--- src/rtl/aes_round_ctrl.sv ---
// AES round sequencer: INIT (AddRoundKey), Nr-1 middle rounds, FINAL; optional abort via `AES_CTRL_ABORT_EN.
// Latency: accept at cycle 0, state_we in cycles 1..Nr+1, out_valid from cycle Nr+2.
// Backpressure: key_ready low stalls the round walk; out_valid holds until out_ready; one block at a time.
module aes_round_ctrl #(
    parameter int Nr = 10,
    parameter int RW = 4
) (
    input  logic          clk,
    input  logic          rst,
    input  logic          key_ready,
    input  logic          in_valid,
    input  logic          in_mode,
    output logic          in_ready,
    output logic [1:0]    stage_sel,
    output logic          state_we,
    output logic [RW-1:0] round_idx,
    output logic [RW-1:0] key_sel,
    output logic          mode,
    output logic          busy,
    output logic          out_valid,
    input  logic          out_ready
`ifdef AES_CTRL_ABORT_EN
    ,
    input  logic          abort,
    output logic          aborted
`endif
);

    if (!(Nr == 10 || Nr == 12 || Nr == 14)) begin : g_bad_nr
        $error("aes_round_ctrl: Nr must be 10, 12 or 14");
    end
    if ((2 ** RW) <= Nr) begin : g_bad_rw
        $error("aes_round_ctrl: RW too narrow for Nr");
    end

    typedef enum logic [2:0] {
        IDLE  = 3'd0,
        INIT  = 3'd1,
        ROUND = 3'd2,
        FINAL = 3'd3,
        DONE  = 3'd4
    } state_t;

    localparam logic [RW-1:0] NR_W     = RW'(Nr);
    localparam logic [RW-1:0] LAST_MID = RW'(Nr - 1);

    state_t        state_q, state_d;
    logic [RW-1:0] round_q, round_d;
    logic          mode_q, mode_d;
`ifdef AES_CTRL_ABORT_EN
    logic          aborted_q, aborted_d;
`endif

    always_comb begin
        state_d   = state_q;
        round_d   = round_q;
        mode_d    = mode_q;
        stage_sel = 2'd0;
        state_we  = 1'b0;
        out_valid = 1'b0;
`ifdef AES_CTRL_ABORT_EN
        aborted_d = 1'b0;
`endif
        unique case (state_q)
            IDLE: begin
                if (in_valid && key_ready) begin
                    mode_d  = in_mode;
                    round_d = '0;
                    state_d = INIT;
                end
            end
            INIT: begin
                state_we = key_ready;
                if (key_ready) begin
                    round_d = RW'(1);
                    state_d = ROUND;
                end
            end
            ROUND: begin
                stage_sel = 2'd1;
                state_we  = key_ready;
                if (key_ready) begin
                    round_d = round_q + RW'(1);
                    if (round_q == LAST_MID) begin
                        state_d = FINAL;
                    end
                end
            end
            FINAL: begin
                stage_sel = 2'd2;
                state_we  = key_ready;
                if (key_ready) begin
                    state_d = DONE;
                end
            end
            DONE: begin
                out_valid = 1'b1;
                if (out_ready) begin
                    round_d = '0;
                    state_d = IDLE;
                end
            end
            default: begin
                state_d = IDLE;
                round_d = '0;
            end
        endcase
`ifdef AES_CTRL_ABORT_EN
        // Abort overrides stall and the output handshake.
        if (abort && state_q != IDLE) begin
            state_d   = IDLE;
            round_d   = '0;
            aborted_d = 1'b1;
        end
`endif
    end

    always_ff @(posedge clk) begin
        if (rst) begin
            state_q   <= IDLE;
            round_q   <= '0;
            mode_q    <= 1'b0;
`ifdef AES_CTRL_ABORT_EN
            aborted_q <= 1'b0;
`endif
        end else begin
            state_q   <= state_d;
            round_q   <= round_d;
            mode_q    <= mode_d;
`ifdef AES_CTRL_ABORT_EN
            aborted_q <= aborted_d;
`endif
        end
    end

    // Decrypt walks the key schedule backwards.
    always_comb begin
        key_sel = '0;
        if (state_q == INIT || state_q == ROUND || state_q == FINAL) begin
            key_sel = mode_q ? (NR_W - round_q) : round_q;
        end
    end

    assign in_ready  = (state_q == IDLE) && key_ready;
    assign busy      = (state_q != IDLE);
    assign round_idx = round_q;
    assign mode      = mode_q;
`ifdef AES_CTRL_ABORT_EN
    assign aborted   = aborted_q;
`endif

endmodule

--- config.mk ---
export PLATFORM = sky130hd
export DESIGN_NAME = aes_round_ctrl
export DESIGN_NICKNAME = d
export VERILOG_FILES = /design/src/rtl/aes_round_ctrl.sv
export SDC_FILE = /design/constraint.sdc
export NUM_CORES = 1
export LEC_CHECK = 0
export ABC_CLOCK_PERIOD_IN_PS = 1630
export CORE_MARGIN = 3
export CORE_UTILIZATION = 45
export CTS_BUF_LIST = sky130_fd_sc_hd__clkbuf_4 sky130_fd_sc_hd__clkbuf_8
export DETAILED_ROUTE_END_ITERATION = 16
export PLACE_DENSITY_LB_ADDON = 0.05
export RECOVER_POWER = 100
export SYNTH_ARGS = -nofsm -noshare
export SYNTH_HDL_FRONTEND = slang
export SYNTH_SLANG_ARGS = --single-unit
export TNS_END_PERCENT = 20
--- constraint.sdc ---
create_clock -name clk -period 1.63 [get_ports clk]
set_input_delay 0.163 -clock clk [delete_from_list [all_inputs] [get_ports clk]]
set_output_delay 0.163 -clock clk [all_outputs]
set_load 0.01 [all_outputs]
# Yosys cells after proc, flatten, opt, wreduce, memory -nomap -nowiden
# Cells that the tools add are included.
[word_totals] elab_cells=44 in_bits=6 ram_bits=0 output_inout_bits=15 latch_bits=0 mem_bits_ro=0 regBits=8 n_memories=0
[op_classes] reduce_logical=10 shift=0 n_lt_le_gt_ge=0 bitwise=1 multipliers=0 mux=17 add_sub_neg=2 div=0 n_eq_ne=11
[op_table] operator="$mux 4" n=6
[op_table] operator="$pmux 4 s5" n=1
[op_table] operator="$mux 3" n=6
[op_table] operator="$pmux 3 s5" n=1
[op_table] operator="$ne 2x2->1 const B" n=6
[op_table] operator="$eq 3x2->1 const B" n=2
[op_table] operator="$reduce_and 6->1" n=1
[op_table] operator="$reduce_and 5->1" n=1
[op_table] operator="$add 4x1->4 const B" n=1
[op_table] operator="$eq 4x4->1 const B" n=1
[op_table] operator="$pmux 2 s2" n=1
[op_table] operator="$sub 4x4->4 const A" n=1
[op_table] operator="$eq 3x1->1 const B" n=1
[op_table] operator="$eq 3x3->1 const B" n=1
[op_table] operator="$logic_not 3->1" n=1
[op_table] operator="$reduce_bool 3->1" n=1
[op_table] operator="$reduce_or 3->1" n=1
[op_table] operator="$logic_and 1x1->1" n=2
[op_table] operator="$logic_or 1x1->1" n=2
[op_table] operator="$mux 1" n=2
[op_table] operator="$reduce_and 2->1" n=1
[op_table] operator="$not 1->1" n=1

# Depth between registers and ports, before layout
# Gate-level depths: netlist of the first run.
[logic_depth] depth_word=4 depth_mapped=6 mapped_depth_nobuf=6

# Least setup slack after synthesis of the first run
# No wires, ideal clock.
[synth_path] kind="register -> register" start="reg round_q[1], in the netlist round_idx[1]" end="reg state_q[1]" slack_ns=0.213 synth_period_minus_slack_ns=1.417 path_buffers=0 arrival_ns=1.293 stages_incl_launch_ff=7 t_required_ns=1.506 setup_ns=0.124 path_cell_list="dfxtp_1 inv_1 ha_1 and3b_1 o221ai_2 mux2i_1 nor2_1"
[synth_via] elab_chain_cells=3
[synth_rtl] item="from (decl)" line_no="48" rtl="logic [RW-1:0] round_q, round_d;"
[synth_rtl] item="from (signal assigned)" line_no="128" rtl="round_q <= round_d;"
[synth_rtl] item="$eq 4x4->1" line_no="84" rtl="if (round_q == LAST_MID) begin"
[synth_rtl] item="$ne 2x2->1 (no source line)"
[synth_rtl] item="$reduce_and 6->1 (no source line)"
[synth_rtl] item="to (signal assigned)" line_no="127" rtl="state_q <= state_d;"
[synth_rtl] item="to (decl)" line_no="47" rtl="state_t state_q, state_d;"
# Every way passes these cells.
# A chain may end at the register's enable or synchronous reset.

# Final worst setup path of the first run
[layout_path] start="reg state_q[1]" end="reg state_q[1]"
[layout_via] elab_chain_cells=3 word_cells_on_any_way=13 cone_classes="10 x eq/ne; 1 x mux; 2 x reduce/logical"
[layout_rtl] item="$eq 3x2->1 (tied with other cells)" line_no="64" rtl="unique case (state_q)"
[layout_rtl] item="$ne 2x2->1 (no source line)"
[layout_rtl] item="$reduce_and 6->1 (no source line)"
# Parallel ways exist; a longest one is shown, timed or not.

==> results of run 1 <==
-- power groups by stage --
stage	clock network (µW)	logic (µW)	registers, µW
global route	180	159	213
detailed placement	0	145	216
floorplan	0	76.2	214
finish	162	146	212
global placement	0	143	215
CTS	168	140	213
-- sequential cells by signal (all words and copies together), names as in the netlist --
name / cells
mode: 1
state_q: 3
round_idx: 4
-- logic make-up after synthesis --
logic type / Yosys count / synth area share [%]
and+or+nand+nor: 33 / 32.3
buffers and inverters: 9 / 8.90
xor gates and xnor gates: 2 / 2.90
adders and majority gates: 3 / 6.21
muxes: 4 / 6.63
DFF: 8 / 26.5
AOI/OAI and AO/OA: 15 / 16.6
-- synthesized netlist by cell type --
master     number  share of area (%)
a31oi_1         1                1.0
clkbuf_1        1               0.62
nand3_1         1               0.83
and2_1          2                2.1
a21boi_0        1                1.2
nor3_1          4                3.3
xor2_1          2                2.9
a21oi_1         7                5.8
ha_1            3                6.2
dfxtp_1         8                 27
buf_4           1                1.2
nand2b_1        2                2.1
buf_1           1               0.62
nor3b_1         2                2.5
nand3b_1        2                2.5
buf_6           2                3.7
nand2_1         7                4.3
o2bb2ai_1       1                1.4
a211o_1         1                1.4
or4b_1          1                1.7
or3b_4          1                1.9
or2_2           1                1.0
o21ai_0         2                1.7
or3_1           2                2.1
o31a_1          1                1.4
nand4bb_1       1                1.9
nor4bb_1        1                1.7
o221ai_2        1                2.5
buf_2           1               0.83
nor2_1          5                3.1
mux2i_1         4                6.6
inv_1           3                1.9
and3b_1         1                1.4
-- metrics by stage --
stage	power (µW)	setup slack, ns	hold WS, ns	setup TNS (ns)	cells
floorplan	290	0.213	0.303	0	74
global placement	357	0.000624	0.538	0	114
detailed placement	361	-0.0258	0.568	-0.0550	114
CTS	521	-0.124	0.556	-0.124	117
global route	551	0.0120	0.568	0	118
finish	520	0.0884	0.558	0	118
-- worst reg2reg max path, cell delays in order, from the launching register on --
cell,delay (ns)
dfxtp_2,0.34
clkbuf_2,0.16
or4b_4,0.55
o221ai_2,0.10
mux2i_1,0.22
nor2_1,0.05
-- per-layer routing --
| layer | share of wire (%) | routed length, µm | vias up | track usage, % |
|---|---|---|---|---|
| li1 | - | - | 323 | - |
| met1 | 44 | 697 | 316 | 23.2 |
| met2 | 49 | 780 | 25 | 31.1 |
| met3 | 6.1 | 97 | 4 | 3.00 |
| met4 | 1.6 | 25 | 0 | 9.32 |
| met5 | 0 | 0 | - | 0 |
-- how the worst min path moves through the flow --
| stage | start | to | slack (ns) | cells after the start |
|---|---|---|---|---|
| after floorplan | key_ready | state_q[2] | 0.30 | 2 |
| after global placement | round_idx[3] | round_idx[3] | 0.54 | 2 |
| after detailed placement | round_idx[3] | round_idx[3] | 0.57 | 2 |
| after CTS | in_mode | mode | 0.56 | 3 |
| after global routing | in_mode | mode | 0.57 | 3 |
| final | state_q[1] | state_q[1] | 0.56 | 2 |
-- area by class of cell --
type	instances	share of cell area, %
inverter	3	1.24
sequential	8	18.8
tap	14	1.94
multi-input combinational	57	45.1
clock buffer	3	2.49
timing repair buffer	33	30.4
-- timing repair --
action                                  CTS  global route
endpoints found under the setup margin   10             6
hold endpoints to repair                  0             0
cloned                                    0             0
resized for setup                        15            12
pin swaps                                 0             1
buffers inserted                          0             1
==> out/qor.csv, run 1 <==
stage,metric,value,unit
status,status,"finished, final reports clean",
power,sequential share of power,40.7,%
critical_path,CP peak stage delay,0.55,ns
power,internal power,365,µW
power,Sw Pwr,155,µW
place,PortBufs,20,
clock_network,worst-case clock buffer depth,2,
detailed_routing,Vias/cell,5.66,
critical_path,"Data arrival, critical path",1.68,ns
synth,Mapped Cells,74,
power,Clock Power Share,31.2,%
critical_path,Critical Path RT,1.77,ns
place,Final GP Congestion,0.827,
detailed_routing,"antenna viol nets, final",0,
timing,slew margin rel.,76.6,%
clock_network,worst skew pair latency,0.26,ns
final_layout,most frequent cells in the layout,"buf_4 (10), nand2_1 (7), a21oi_1 (7)",
global_route,initial antenna violation count,0,
critical_path,crit end category,flip-flop,
floorplanning,core area,0.00119,mm²
final_layout,Sequential Area,170,µm²
timing,Slew Limit Fails,0,
detailed_routing,Vias,668,
critical_path,Register-to-Register Path Depth,5,
global_route,GRT Overall Usage,18.9,%
final_layout,"Area growth, synth to finish",49.7,%
synth,register bit total from synthesis,8,
critical_path,crit path launch,state_q[1],
timing,Fmax,649,MHz
critical_path,slowest CP cell,or4b_4,
critical_path,WS Path Type,reg2reg,
critical_path,cells along the critical path,clkbuf_2 -> or4b_4 -> o221ai_2 -> mux2i_1 -> nor2_1,
global_route,first-pass GRT wire length,2640,µm
timing,RSZ-0062 raised after global routing,no,
floorplanning,width of the chip,42.6,µm
critical_path,CP bufs+invs,1,
global_route,vias in the first global route,618,
timing,Tmin final,1.54,ns
detailed_routing,Detailed Routing Iterations Pass 1,4,
final_layout,Finished Cell Area,905,µm²
synth,register area share after synthesis,26.5,%
timing,Slew @ Worst Pin,0.346,ns
timing,Clock Skews,0.00134,ns
timing,crit share post-route,94.6,%
final_layout,Final #Nets,115,
power,Lkg Pwr,0.000428,µW
global_route,GRT overflow,0,
critical_path,critical path's top delay family,simple AND/OR/NAND/NOR gates,
clock_network,Clock Sinks,8,
final_layout,diodes inserted,0,
clock_network,H-tree levels,1,
critical_path,reg2reg setup slack,0.09,ns
critical_path,worst flop-to-flop path endpoint,state_q[1],
power,combinational share of power,28.1,%
final_layout,multi-input logic area,408,µm²
clock_network,Worst-path clk slew,0.06,ns
floorplanning,Die Area,0.00182,mm²
critical_path,Worst setup endpoint,state_q[1],
synth,syn nets,83,
power,Power per Cell Area,575,mW/mm²
critical_path,Startpoint Class,flip-flop,
critical_path,critical path depth,5,
detailed_routing,DR WL/cell,13.6,µm
clock_network,CTS tree,yes,
synth,syn avg cell area,8.17,µm²
detailed_routing,DRT iter0 DRCs,12,
floorplanning,IO Count,21,
global_route,largest net degree at the start of global routing,9,
clock_network,CTS Buf Count,3,
synth,library cells used by synthesis,33,
min_path,HP Class,reg2reg,
final_layout,Util after Layout,76.3,%
final_layout,share of layout cells above drive strength 1,26.9,%
floorplanning,Starting Density,50.9,%
floorplanning,row cnt,12,
timing,"Hold Vio Cnt, Final",0,
place,dpl cell area,870,µm²
final_layout,"most common cell after layout, fill and taps aside",buf_4,
place,DP Wirelength,1180,µm
critical_path,Max Fanout on Critical Path,6,
critical_path,Crit Reg-Reg Startpoint,state_q[1],
power,Sw Ratio,29.8,%
floorplanning,Chip Height,42.6,µm
power,VDD IR-drop max,0.000484,V
timing,final setup fails,0,
clock_network,CTS Root Cell,clkbuf_4,
synth,yosys warns,0,
synth,Mapped Area,604,µm²
job,Max Cap Viol,0,
clock_network,post-cts hold buffer count,0,
detailed_routing,Routed WL,1600,µm
detailed_routing,DRC Markers,0,
final_layout,Fill cells,97,
No activity file was read; power rests on OpenSTA's default activity.
==> run 2: changes to the inputs <==
- ABC_AREA: unset -> 1
- CORE_UTILIZATION: 45 -> 46
==> run 2 against run 1 <==
Via count rose by 19%. Sequential power rose by 53%. Core utilization rose by 4.4 points. Routed wire length rose by 13%. Synthesized cell count rose by 38%. Critical path depth rose by 1. Sequential cell count did not move.
==> out/qor.csv, run 2 <==
stage,metric,value,unit,change
status,status,"finished, final reports clean",,unchanged
synth,syn avg cell area,6.26,µm²,was 8.17 µm²
detailed_routing,Routed WL,1820,µm,was 1600 µm
timing,Tmin final,1.55,ns,was 1.54 ns
detailed_routing,Vias,793,,was 668
global_route,largest net degree at the start of global routing,8,,was 9
critical_path,crit end category,output port,,was flip-flop
floorplanning,IO Count,21,,unchanged
synth,Post-synth EDFFs,0,,unchanged
clock_network,CTS tree,yes,,unchanged
timing,Slew Limit Fails,0,,unchanged
global_route,initial antenna violation count,0,,unchanged
timing,setup ws final,0.0828,ns,was 0.0884 ns
synth,Mapped Cells,102,,was 74
synth,yosys warns,0,,unchanged
synth,Area contributors post-synth,"dfxtp_1 (25%), nand2_1 (14%), nor2_1 (8.2%), nand3_1 (7.8%), inv_1 (7.1%)",,"was dfxtp_1 (27%), mux2i_1 (6.6%), ha_1 (6.2%), a21oi_1 (5.8%), nand2_1 (4.3%)"
detailed_routing,Detailed Routing Iterations Pass 1,4,,unchanged
detailed_routing,Vias/cell,5.22,,was 5.66
synth,Mapped Area,638,µm²,was 604 µm²
clock_network,worst skew pair latency,0.25,ns,was 0.26 ns
clock_network,worst-case clock buffer depth,2,,unchanged
global_route,GRT overflow,0,,unchanged
power,final total power,1470,µW,was 520 µW
detailed_routing,DR WL/cell,11.9,µm,was 13.6 µm
final_layout,most frequent cells in the layout,"nand2_1 (23), nor2_1 (13), inv_1 (12), buf_4 (12), nand3_1 (10)",,"was buf_4 (10), nand2_1 (7), a21oi_1 (7)"
final_layout,max reg flops,4,,unchanged
clock_network,post-cts hold buffer count,0,,unchanged
timing,crit share post-route,94.9,%,was 94.6%
place,PortBufs,20,,unchanged
critical_path,Startpoint Class,flip-flop,,unchanged
floorplanning,core area,0.00120,mm²,was 0.00119 mm²
global_route,vias in the first global route,723,,was 618
floorplanning,width of the chip,43.2,µm,was 42.6 µm
place,DP Wirelength,1350,µm,was 1180 µm
critical_path,CP peak stage delay,0.33,ns,was 0.55 ns
synth,syn nets,111,,was 83
synth,register bit total from synthesis,8,,unchanged
clock_network,CTS Buf Count,3,,unchanged
critical_path,Critical Path RT,1.47,ns,was 1.77 ns
place,DP Cell Count,148,,was 114
floorplanning,Starting Density,53.1,%,was 50.9%
critical_path,"Data arrival, critical path",1.38,ns,was 1.68 ns
synth,asr flop ratio synth,0,%,unchanged
critical_path,CP bufs+invs,4,,was 1
synth,register area share after synthesis,25.1,%,was 26.5%
detailed_routing,DRT iter0 DRCs,27,,was 12
timing,slew margin rel.,79.8,%,was 76.6%
timing,"Hold Vio Cnt, Final",0,,unchanged
global_route,first-pass GRT wire length,3060,µm,was 2640 µm
final_layout,Final #Nets,149,,was 115
critical_path,Max Fanout on Critical Path,4,,was 6
job,Max Cap Viol,0,,unchanged
clock_network,Clock Sinks,8,,unchanged
clock_network,Worst-path clk slew,0.05,ns,was 0.06 ns
global_route,GRT Overall Usage,21.1,%,was 18.9%
detailed_routing,"antenna viol nets, final",0,,unchanged
timing,Final TNS setup,0,ns,unchanged
final_layout,diodes inserted,0,,unchanged
synth,most common library cells after synthesis,"nand2_1 (23), nor2_1 (14), inv_1 (12)",,"was dfxtp_1 (8), a21oi_1 (7), nand2_1 (7)"
final_layout,"Area growth, synth to finish",51.8,%,was 49.7%
clock_network,H-tree levels,1,,unchanged
synth,Yosys top cell area share,25.1,%,was 26.5%
power,Power per Cell Area,1520,mW/mm²,was 575 mW/mm²
critical_path,WS Path Type,reg2out,,was reg2reg
timing,Clock Skews,0.00204,ns,was 0.00134 ns
final_layout,share of layout cells above drive strength 1,28.3,%,was 26.9%
timing,Slew @ Worst Pin,0.302,ns,was 0.346 ns
timing,final setup fails,0,,unchanged
timing,Fmax,646,MHz,was 649 MHz
critical_path,critical path's top delay family,buffers and inverters,,was simple AND/OR/NAND/NOR gates
power,Lkg Pwr,0.000511,µW,was 0.000428 µW
min_path,HP Class,in2reg,,was reg2reg
detailed_routing,DRC Markers,0,,unchanged
clock_network,CTS Root Cell,clkbuf_4,,unchanged
synth,Synth Flop Type,dfxtp_1,,unchanged
synth,post-synth top area cell,dfxtp_1,,unchanged
critical_path,cells along the critical path,buf_4 -> nor2_4 -> clkbuf_2 -> nand2_2 -> inv_1 -> dlygate4sd2_1,,was clkbuf_2 -> or4b_4 -> o221ai_2 -> mux2i_1 -> nor2_1
floorplanning,Chip Height,43.2,µm,was 42.6 µm
floorplanning,Die Area,0.00187,mm²,was 0.00182 mm²
synth,library cells used by synthesis,20,,was 33
place,dpl ws,0.00123,ns,was -0.0258 ns
floorplanning,row cnt,12,,unchanged
synth,most common cell in the synthesized netlist,nand2_1,,was dfxtp_1
place,Final GP Congestion,0.805,,was 0.827
final_layout,fin cells,152,,was 118
power,VDD IR-drop max,0.000913,V,was 0.000484 V
critical_path,slowest CP cell,dfxtp_2,,was or4b_4
final_layout,"most common cell after layout, fill and taps aside",nand2_1,,was buf_4
run 2: cells by family (layout without fill, tap and decap cells):
family	after synthesis	after routing	share of synthesized area, %
simple gates	62	62	48.2
buf+inv	15	51	9.41
compound gates	14	14	11.4
flops	8	8	25.1
fa+ha+maj	3	3	5.88
run 2: through the flow:
stage,cell area (µm²),utilization (%),hold slack [ns]
2_1_floorplan,638,-,0.232
3_3_place_gp,946,78.8,0.532
3_5_place_dp,946,78.8,0.532
4_1_cts,971,80.8,0.494
5_1_grt,968,80.6,0.527
6_report,968,80.6,0.494
run 2: worst paths after layout:
| path | from | end | slack (ns) | depth (start not counted) |
|---|---|---|---|---|
| worst max register to register | state_q[0] | state_q[1] | 0.15 | 11 |
| worst min register to register | round_idx[3] | round_idx[3] | 0.54 | 2 |
| worst max-delay path | state_q[0] | stage_sel[0] | 0.08 | 6 |
| worst min-delay path | in_mode | mode | 0.49 | 3 |
run 2: tightest hold or removal path, delay by kind of cell:
family,cells,cell delay (ns)
AO/OA/AOI/OAI,1,0.06
AND/OR/NAND/NOR,1,0.08
buffers and inverters,1,0.40
run 2: cell type report:
type / count / area (µm²)
Clock buffer: 3 / 22.5
Fill cell: 90 / 233
Inverter: 14 / 52.6
Multi-Input combinational cell: 79 / 429
Sequential cell: 8 / 165
Tap cell: 14 / 17.5
Timing Repair Buffer: 34 / 282
run 2: power breakdown:
part | total (µW) | internal, µW | leakage, µW | switching [µW]
Sequential | 325 | 263 | 0.0000671 | 62.2
Combinational | 995 | 442 | 0.000430 | 553
Clock | 153 | 84.3 | 0.0000138 | 68.3
run 2: timing repair:
action | CTS | global route
setup endpoints to repair | 10 | 7
gates resized for setup | 14 | 11
pin swaps | 1 | 2
cloned | 0 | 0
buffers inserted | 0 | 1
run 2: metal layers:
layer  global-route usage [%]  up-vias  part of all wire, %
met2                     34.5       33                   46
met3                     3.81        7                  7.5
met1                     27.1      355                   44
li1                         -      398                    -
met5                        0        -                    0
met4                     7.23        0                  2.0
